--- src/rtl/proc_pkg.sv ---
// Shared constants for the 1-to-2 demultiplexer and its output buffers.
package proc_pkg;

  // Default width of every data path.
  localparam int DATA_W_DEFAULT = 16;

  // Width of the per-output delivered-word counters (wrap modulo 256).
  localparam int CNT_W = 8;

  // Destination select encoding carried on in_sel.
  localparam logic SEL_OUT0 = 1'b0;
  localparam logic SEL_OUT1 = 1'b1;

endpackage

--- src/rtl/demux_fifo.sv ---
// Small synchronous FIFO used as one output buffer of the demux.
// Pointers wrap modulo DEPTH (DEPTH is 2 or 4, so natural binary wrap).
// An occupancy counter gives full/empty directly.
module demux_fifo #(
  parameter int DATA_W = 16,
  parameter int DEPTH  = 2
) (
  input  logic              clk,
  input  logic              rst_n,
  input  logic              push,
  input  logic [DATA_W-1:0] push_data,
  output logic              full,
  input  logic              pop,
  output logic              empty,
  output logic [DATA_W-1:0] head
);

  localparam int PTR_W = $clog2(DEPTH);
  localparam int OCC_W = $clog2(DEPTH + 1);

  logic [DATA_W-1:0] mem [DEPTH];
  logic [PTR_W-1:0]  rd_ptr;
  logic [PTR_W-1:0]  wr_ptr;
  logic [OCC_W-1:0]  occ;
  logic              do_push;
  logic              do_pop;

  // Guard both operations so a misbehaving caller cannot corrupt the pointers.
  assign full    = (occ == OCC_W'(DEPTH));
  assign empty   = (occ == '0);
  assign do_push = push & ~full;
  assign do_pop  = pop & ~empty;
  assign head    = mem[rd_ptr];

  // Pointer and occupancy update; reset discards all buffered words.
  always_ff @(posedge clk) begin
    if (!rst_n) begin
      rd_ptr <= '0;
      wr_ptr <= '0;
      occ    <= '0;
    end else begin
      if (do_push) wr_ptr <= wr_ptr + PTR_W'(1);
      if (do_pop)  rd_ptr <= rd_ptr + PTR_W'(1);
      case ({do_push, do_pop})
        2'b10:   occ <= occ + OCC_W'(1);
        2'b01:   occ <= occ - OCC_W'(1);
        default: occ <= occ;
      endcase
    end
  end

  // Storage write; contents need no reset because occupancy gates visibility.
  always_ff @(posedge clk) begin
    if (do_push) mem[wr_ptr] <= push_data;
  end

endmodule

--- src/rtl/demux_1to2_16.sv ---
// 1-to-2 demultiplexer with a small FIFO per output and per-output
// delivered-word counters.
//
// Handshake: every interface uses valid/ready. A transfer happens on a rising
// edge where valid and ready are both high. valid never depends on ready.
// in_ready depends only on in_sel, rst_n and registered buffer state, never on
// in_valid, and each buffer isolates its sink so one stalled output cannot
// block words routed to the other.
module demux_1to2_16
  import proc_pkg::*;
#(
  parameter int DATA_W = DATA_W_DEFAULT,
  parameter int DEPTH  = 2
) (
  input  logic              clk,
  input  logic              rst_n,
  input  logic              in_valid,
  output logic              in_ready,
  input  logic [DATA_W-1:0] in_data,
  input  logic              in_sel,
  output logic              out0_valid,
  input  logic              out0_ready,
  output logic [DATA_W-1:0] out0_data,
  output logic [CNT_W-1:0]  out0_cnt,
  output logic              out1_valid,
  input  logic              out1_ready,
  output logic [DATA_W-1:0] out1_data,
  output logic [CNT_W-1:0]  out1_cnt
);

  logic full0;
  logic full1;
  logic empty0;
  logic empty1;
  logic sel_full;
  logic accept;
  logic push0;
  logic push1;
  logic pop0;
  logic pop1;

  // Readiness follows the selected buffer only; held low while in reset.
  assign sel_full = (in_sel == SEL_OUT1) ? full1 : full0;
  assign in_ready = rst_n & ~sel_full;
  assign accept   = in_valid & in_ready;
  assign push0    = accept & (in_sel == SEL_OUT0);
  assign push1    = accept & (in_sel == SEL_OUT1);

  assign out0_valid = ~empty0;
  assign out1_valid = ~empty1;
  assign pop0       = out0_valid & out0_ready;
  assign pop1       = out1_valid & out1_ready;

  demux_fifo #(
    .DATA_W (DATA_W),
    .DEPTH  (DEPTH)
  ) u_fifo0 (
    .clk       (clk),
    .rst_n     (rst_n),
    .push      (push0),
    .push_data (in_data),
    .full      (full0),
    .pop       (pop0),
    .empty     (empty0),
    .head      (out0_data)
  );

  demux_fifo #(
    .DATA_W (DATA_W),
    .DEPTH  (DEPTH)
  ) u_fifo1 (
    .clk       (clk),
    .rst_n     (rst_n),
    .push      (push1),
    .push_data (in_data),
    .full      (full1),
    .pop       (pop1),
    .empty     (empty1),
    .head      (out1_data)
  );

  // Delivered-word counters; wrap naturally at 2**CNT_W.
  always_ff @(posedge clk) begin
    if (!rst_n) begin
      out0_cnt <= '0;
      out1_cnt <= '0;
    end else begin
      if (pop0) out0_cnt <= out0_cnt + CNT_W'(1);
      if (pop1) out1_cnt <= out1_cnt + CNT_W'(1);
    end
  end

endmodule

--- config.mk ---
export PLATFORM = sky130hd
export DESIGN_NAME = demux_1to2_16
export DESIGN_NICKNAME = d
export VERILOG_FILES = /design/src/rtl/proc_pkg.sv /design/src/rtl/demux_fifo.sv /design/src/rtl/demux_1to2_16.sv
export SDC_FILE = /design/constraint.sdc
export NUM_CORES = 1
export LEC_CHECK = 0
export BUFFER_PORTS_ARGS = -buffer_cell sky130_fd_sc_hd__buf_2
export CAP_MARGIN = 10
export CORE_MARGIN = 2
export CORE_UTILIZATION = 58
export DETAILED_ROUTE_END_ITERATION = 16
export PLACE_DENSITY = 0.83
export SLEW_MARGIN = 40
export SYNTH_ARGS = -nofsm -noshare
export SYNTH_HDL_FRONTEND = slang
export SYNTH_SLANG_ARGS = --single-unit
export TNS_END_PERCENT = 30
--- constraint.sdc ---
create_clock -name clk -period 3.6 [get_ports clk]
set_clock_uncertainty 0.05 [all_clocks]
set_input_delay 0.18 -clock clk [delete_from_list [all_inputs] [get_ports clk]]
set_output_delay 0.18 -clock clk [all_outputs]
set_load 0.03 [all_outputs]
# After elaboration in Yosys (flattened, before gate mapping)
# Memories as Yosys holds them, arrays and structs flattened. A register that Yosys moved wholly into a read port is not among the register bits.
# Cells that the tools add are included.
# word_totals
reg_bits	24
ram_bits	64
output_inout_bits	51
memories	2
# classes
addsub	10
eq_ne	6
n_mux	11
bitwise_logic	16
reduce_logical	4
# mem_list
name	depth	word_bits	rd	rd_clocked_by_memory_dff	wr	line_no	source
u_fifo0.mem	2	16	1	1	1	demux_fifo.sv:21	logic [DATA_W-1:0] mem [DEPTH];
u_fifo1.mem	2	16	1	1	1	demux_fifo.sv:21	
# ops
op	count
adder 8 x 1 -> 8 bit, second input constant	2
bitwise AND 1 bit	10
2-to-1 mux 1 bit	9
equality test 2 bit, second input constant	4
case mux 2 bit (2 select lines)	2
inverter 1 bit	6
adder 1 bit, second input constant	4
adder 2 x 1 -> 2 bit, second input constant	2
equality test 2 x 1 -> 1 bit, second input constant	2
logical NOT 2 bit	2
nonzero test 2 bit	2
subtractor 2 x 1 -> 2 bit, second input constant	2

# Longest topological paths before layout
# depth
depth_word	9
mapped_depth	7

# Cells and area by module
# Synthesis repeated with hierarchy kept, for this count alone.
# unflattened
hier_cells	242
hier_area_um2	3560.9
# by_module_without_submodules
mod	instances	cells_each	area_per_inst_um2	seq_area_each_um2
demux_fifo	2	76	1387.6	1061.0
demux_1to2_16	1	90	785.8	320.3

# Least setup slack after synthesis
# Ideal clock, no wire load.
# synth_path
kind	reg2reg
startpoint	register u_fifo0.occ[0]
endpoint	memory u_fifo0.mem[1][0] (enable)
t_arrival_ps	1517
slack_ps	1644
stages_incl_launch_ff	5
path_buffers	1
period_less_slack_ps	1956
path_cell_list	dfxtp_1 -> buf_4 -> nor2b_1 -> or3_1 -> nor2_1
# synth_between
elab_chain_cells	9
# synth_rtl
item	line_no	source
from (decl)	demux_fifo.sv:24	logic [OCC_W-1:0] occ;
from (signal assigned)	demux_fifo.sv:45	2'b10: occ <= occ + OCC_W'(1);
from (signal assigned)	demux_fifo.sv:46	2'b01: occ <= occ - OCC_W'(1);
equality test 2 bit *	demux_fifo.sv:29	assign full = (occ == OCC_W'(DEPTH));
2-to-1 mux 1 bit	demux_1to2_16.sv:43	assign sel_full = (in_sel == SEL_OUT1) ? full1 : full0;
inverter 1 bit	demux_1to2_16.sv:44	assign in_ready = rst_n & ~sel_full;
bitwise AND 1 bit	demux_1to2_16.sv:44	
bitwise AND 1 bit	demux_1to2_16.sv:45	assign accept = in_valid & in_ready;
bitwise AND 1 bit	demux_1to2_16.sv:46	assign push0 = accept & (in_sel == SEL_OUT0);
bitwise AND 1 bit *	demux_fifo.sv:31	assign do_push = push & ~full;
2-to-1 mux 1 bit *	demux_fifo.sv:54	if (do_push) mem[wr_ptr] <= push_data;
2-to-1 mux 1 bit (not written as such) *	demux_fifo.sv:54	
to (decl)	demux_fifo.sv:21	
# Every way passes the cells marked *; elsewhere a longest branch is shown, timed or not.

==> impl_metrics.ini <==
[timing]
hold_violations = 0
slew_viol_final = 0
fin_tns_setup_ns = 0
setup_slack_ns = 1.575
min_period_ns = 2.025
slew_headroom = 0.4650
timing.hold.ws_ns = 0.01706
tightest_slew_ns = 0.8014
clock.fmax_ghz = 0.4938
finalSetupViolCount = 0
rsz0062_at_grt = no
layout_worst_path_cycle_share = 0.5625

[floorplanning]
die_area_um2 = 6682
die_y_um = 81.75
initial_core_util = 0.5957
die_w_um = 81.75
fp-row-count = 28
ios = 73
core_um2 = 5886

[layout]
multi_input_area_um2 = 996.0
drive_above_1_share = 0.3788
fin_nets = 352
nFillCells = 389
area_delta_synth_final_pct = 20.91
diodes = 0
area.sequential_um2 = 2442

[clock_network]
htreeDepth = 3
clock_latency_ns = 0.34
cts_tree = yes
post-cts-setup-buffers = 0
cts-root-buf = clkbuf_8
cts_inserted_buffers = 9
clk_path_buf_depth = 2
clkSinkCount = 90
clk_transition_reported_paths_ns = 0.09

[power]
vdd_ir_drop_max_v = 0.0002688
power.density_nw_per_um2 = 528.8
leakage_nw = 1.621
power_w = 0.002242

[setup_path]
crit_chain = mux2_2 -> buf_2
crit_required_ns = 3.37
start_kind = register
slowest_stage = dfxtp_1
critPathMaxFanout = 16
worstPathArrival_ns = 1.79
end_kind = output pin
worstSetupPathType = reg2out
crit_path_max_incr_delay_ns = 0.85

[drt]
post_drt_wl_per_cell_um = 15.40
wl_um = 6237
postRouteAntennaNets = 0
drtIter0Drc = 100
first_pass_iters = 4
via_count = 2160
drc_errors = 0
via_per_inst = 5.333

[yosys]
synth_most_common_cell = edfxtp_1
synth.avg_cell_area_um2 = 14.67
ys_ff_latch = 90
synthTopCellsByArea = edfxtp_1 55%, dfxtp_1 15%, mux2_2 10%
yosysTopAreaCell = edfxtp_1
synth-edff-count = 64
yosysSeqAreaShare = 0.6966
synth-async-reset-ratio = 0
yosys-top-cells-count = 64 x edfxtp_1, 32 x mux2_2, 26 x dfxtp_1
synth_top_area_frac = 0.5482
synthesis.nets = 265
yosysWarnings = 0
netlist_instances = 239
synth_ff_type = edfxtp_1
netlist_area_um2 = 3506
yosysUniqueCellTypes = 29

[status]
status = complete, no violations

[flow_run]
drv_cap = 0

[global_routing]
antenna_found_initial = 0
grt_pass1_vias = 2066
grt_max_degree = 24
grt_overflow = 0
grt_first_pass_wirelength_um = 9577
grt_use_total = 0.1985

[placed_design]
dpl.hpwl_um = 4158
port_buffers = 72
gp_congestion = 0.7037
pre_cts_ws_ns = 1.573

[hold_path]
hold_class = in2reg
==> final cells by class <==
class | count | area share
clock buffers | 9 | 0.02922
inverters | 8 | 0.007084
clock inverters | 6 | 0.01535
well taps | 75 | 0.02214
repair buffers | 85 | 0.1151
flip-flops and latches | 90 | 0.5761
multi-input cells | 132 | 0.2349
==> registers in the layout (all words and copies together) (netlist names), named ones only <==
name,count
u_fifo0.rd_ptr,1
u_fifo1.occ,2
u_fifo0.wr_ptr,1
u_fifo1.wr_ptr,1
u_fifo1.rd_ptr,1
out1_cnt,8
u_fifo0.mem,32
out0_cnt,8
u_fifo1.mem,32
u_fifo0.occ,2
==> cell usage in the layout, fill, tap and decap left out, types with 9 or more instances in the layout <==
master         netlist  routed
buf_2                3      72
dfxtp_1             26      26
clkbuf_8             0       9
a21oi_1             10      10
mux2_2              32      32
edfxtp_1            64      64
nand2_1             10      10
nor2_1              19      18
dlygate4sd3_1        0      12
==> final timing paths <==
check                           cells after the start  slack, ns           endpoint            from
worst max-delay path                                2       1.58      out1_data[11]        register
worst min-delay path                                1       0.02  u_fifo1.mem[0][8]      in_data[8]
worst max register to register                      5       1.65     u_fifo0.occ[1]  u_fifo0.occ[0]
worst min register to register                      2       0.43        out1_cnt[7]     out1_cnt[7]
==> metrics by stage <==
step | util | std cells | instance area [um2]
after floorplan | - | 239 | 3506
after global placement | 0.6669 | 378 | 3925
after detailed placement | 0.6669 | 378 | 3925
after CTS | 0.7177 | 404 | 4224
after global routing | 0.7202 | 405 | 4239
final | 0.7202 | 405 | 4239
==> metal layers <==
layer	share of wire	track usage	routed length [um]	up-vias
li1	-	-	-	1054
met1	0.44	0.2455	2725	1020
met2	0.47	0.3236	2952	70
met3	0.059	0.03956	369	16
met4	0.030	0.1183	189	0
met5	0	0	0	-
==> what timing repair did <==
item                      4_1_cts  5_1_grt
gates resized for setup         0        0
hold buffers                   11        1
hold endpoints to repair       42        2
==> cells by family (layout without fill, tap and decap cells) <==
| group | count (synthesis) | in the layout | synth area share |
|---|---|---|---|
| AO/OA/AOI/OAI | 25 | 25 | 0.04426 |
| XOR/XNOR | 10 | 10 | 0.02498 |
| adder cells (fa/ha/maj) | 4 | 4 | 0.01428 |
| buffers and inverters | 17 | 108 | 0.02141 |
| flip-flops | 90 | 90 | 0.6966 |
| multiplexers | 38 | 38 | 0.1199 |
| AND/OR/NAND/NOR | 55 | 55 | 0.07852 |
==> power breakdown <==
| group | internal, W | switching, W |
|---|---|---|
| sequential | 0.00115 | 0.0000539 |
| clock | 0.000319 | 0.000339 |
| combinational | 0.000150 | 0.000231 |
==> critical path, delay by kind of cell, from the launching register on <==
kind | cells | cell delay (ns)
muxes | 1 | 0.42
DFF | 1 | 0.85
buffers and inverters | 1 | 0.18
Note: power is estimated with default switching activity, not from simulation.
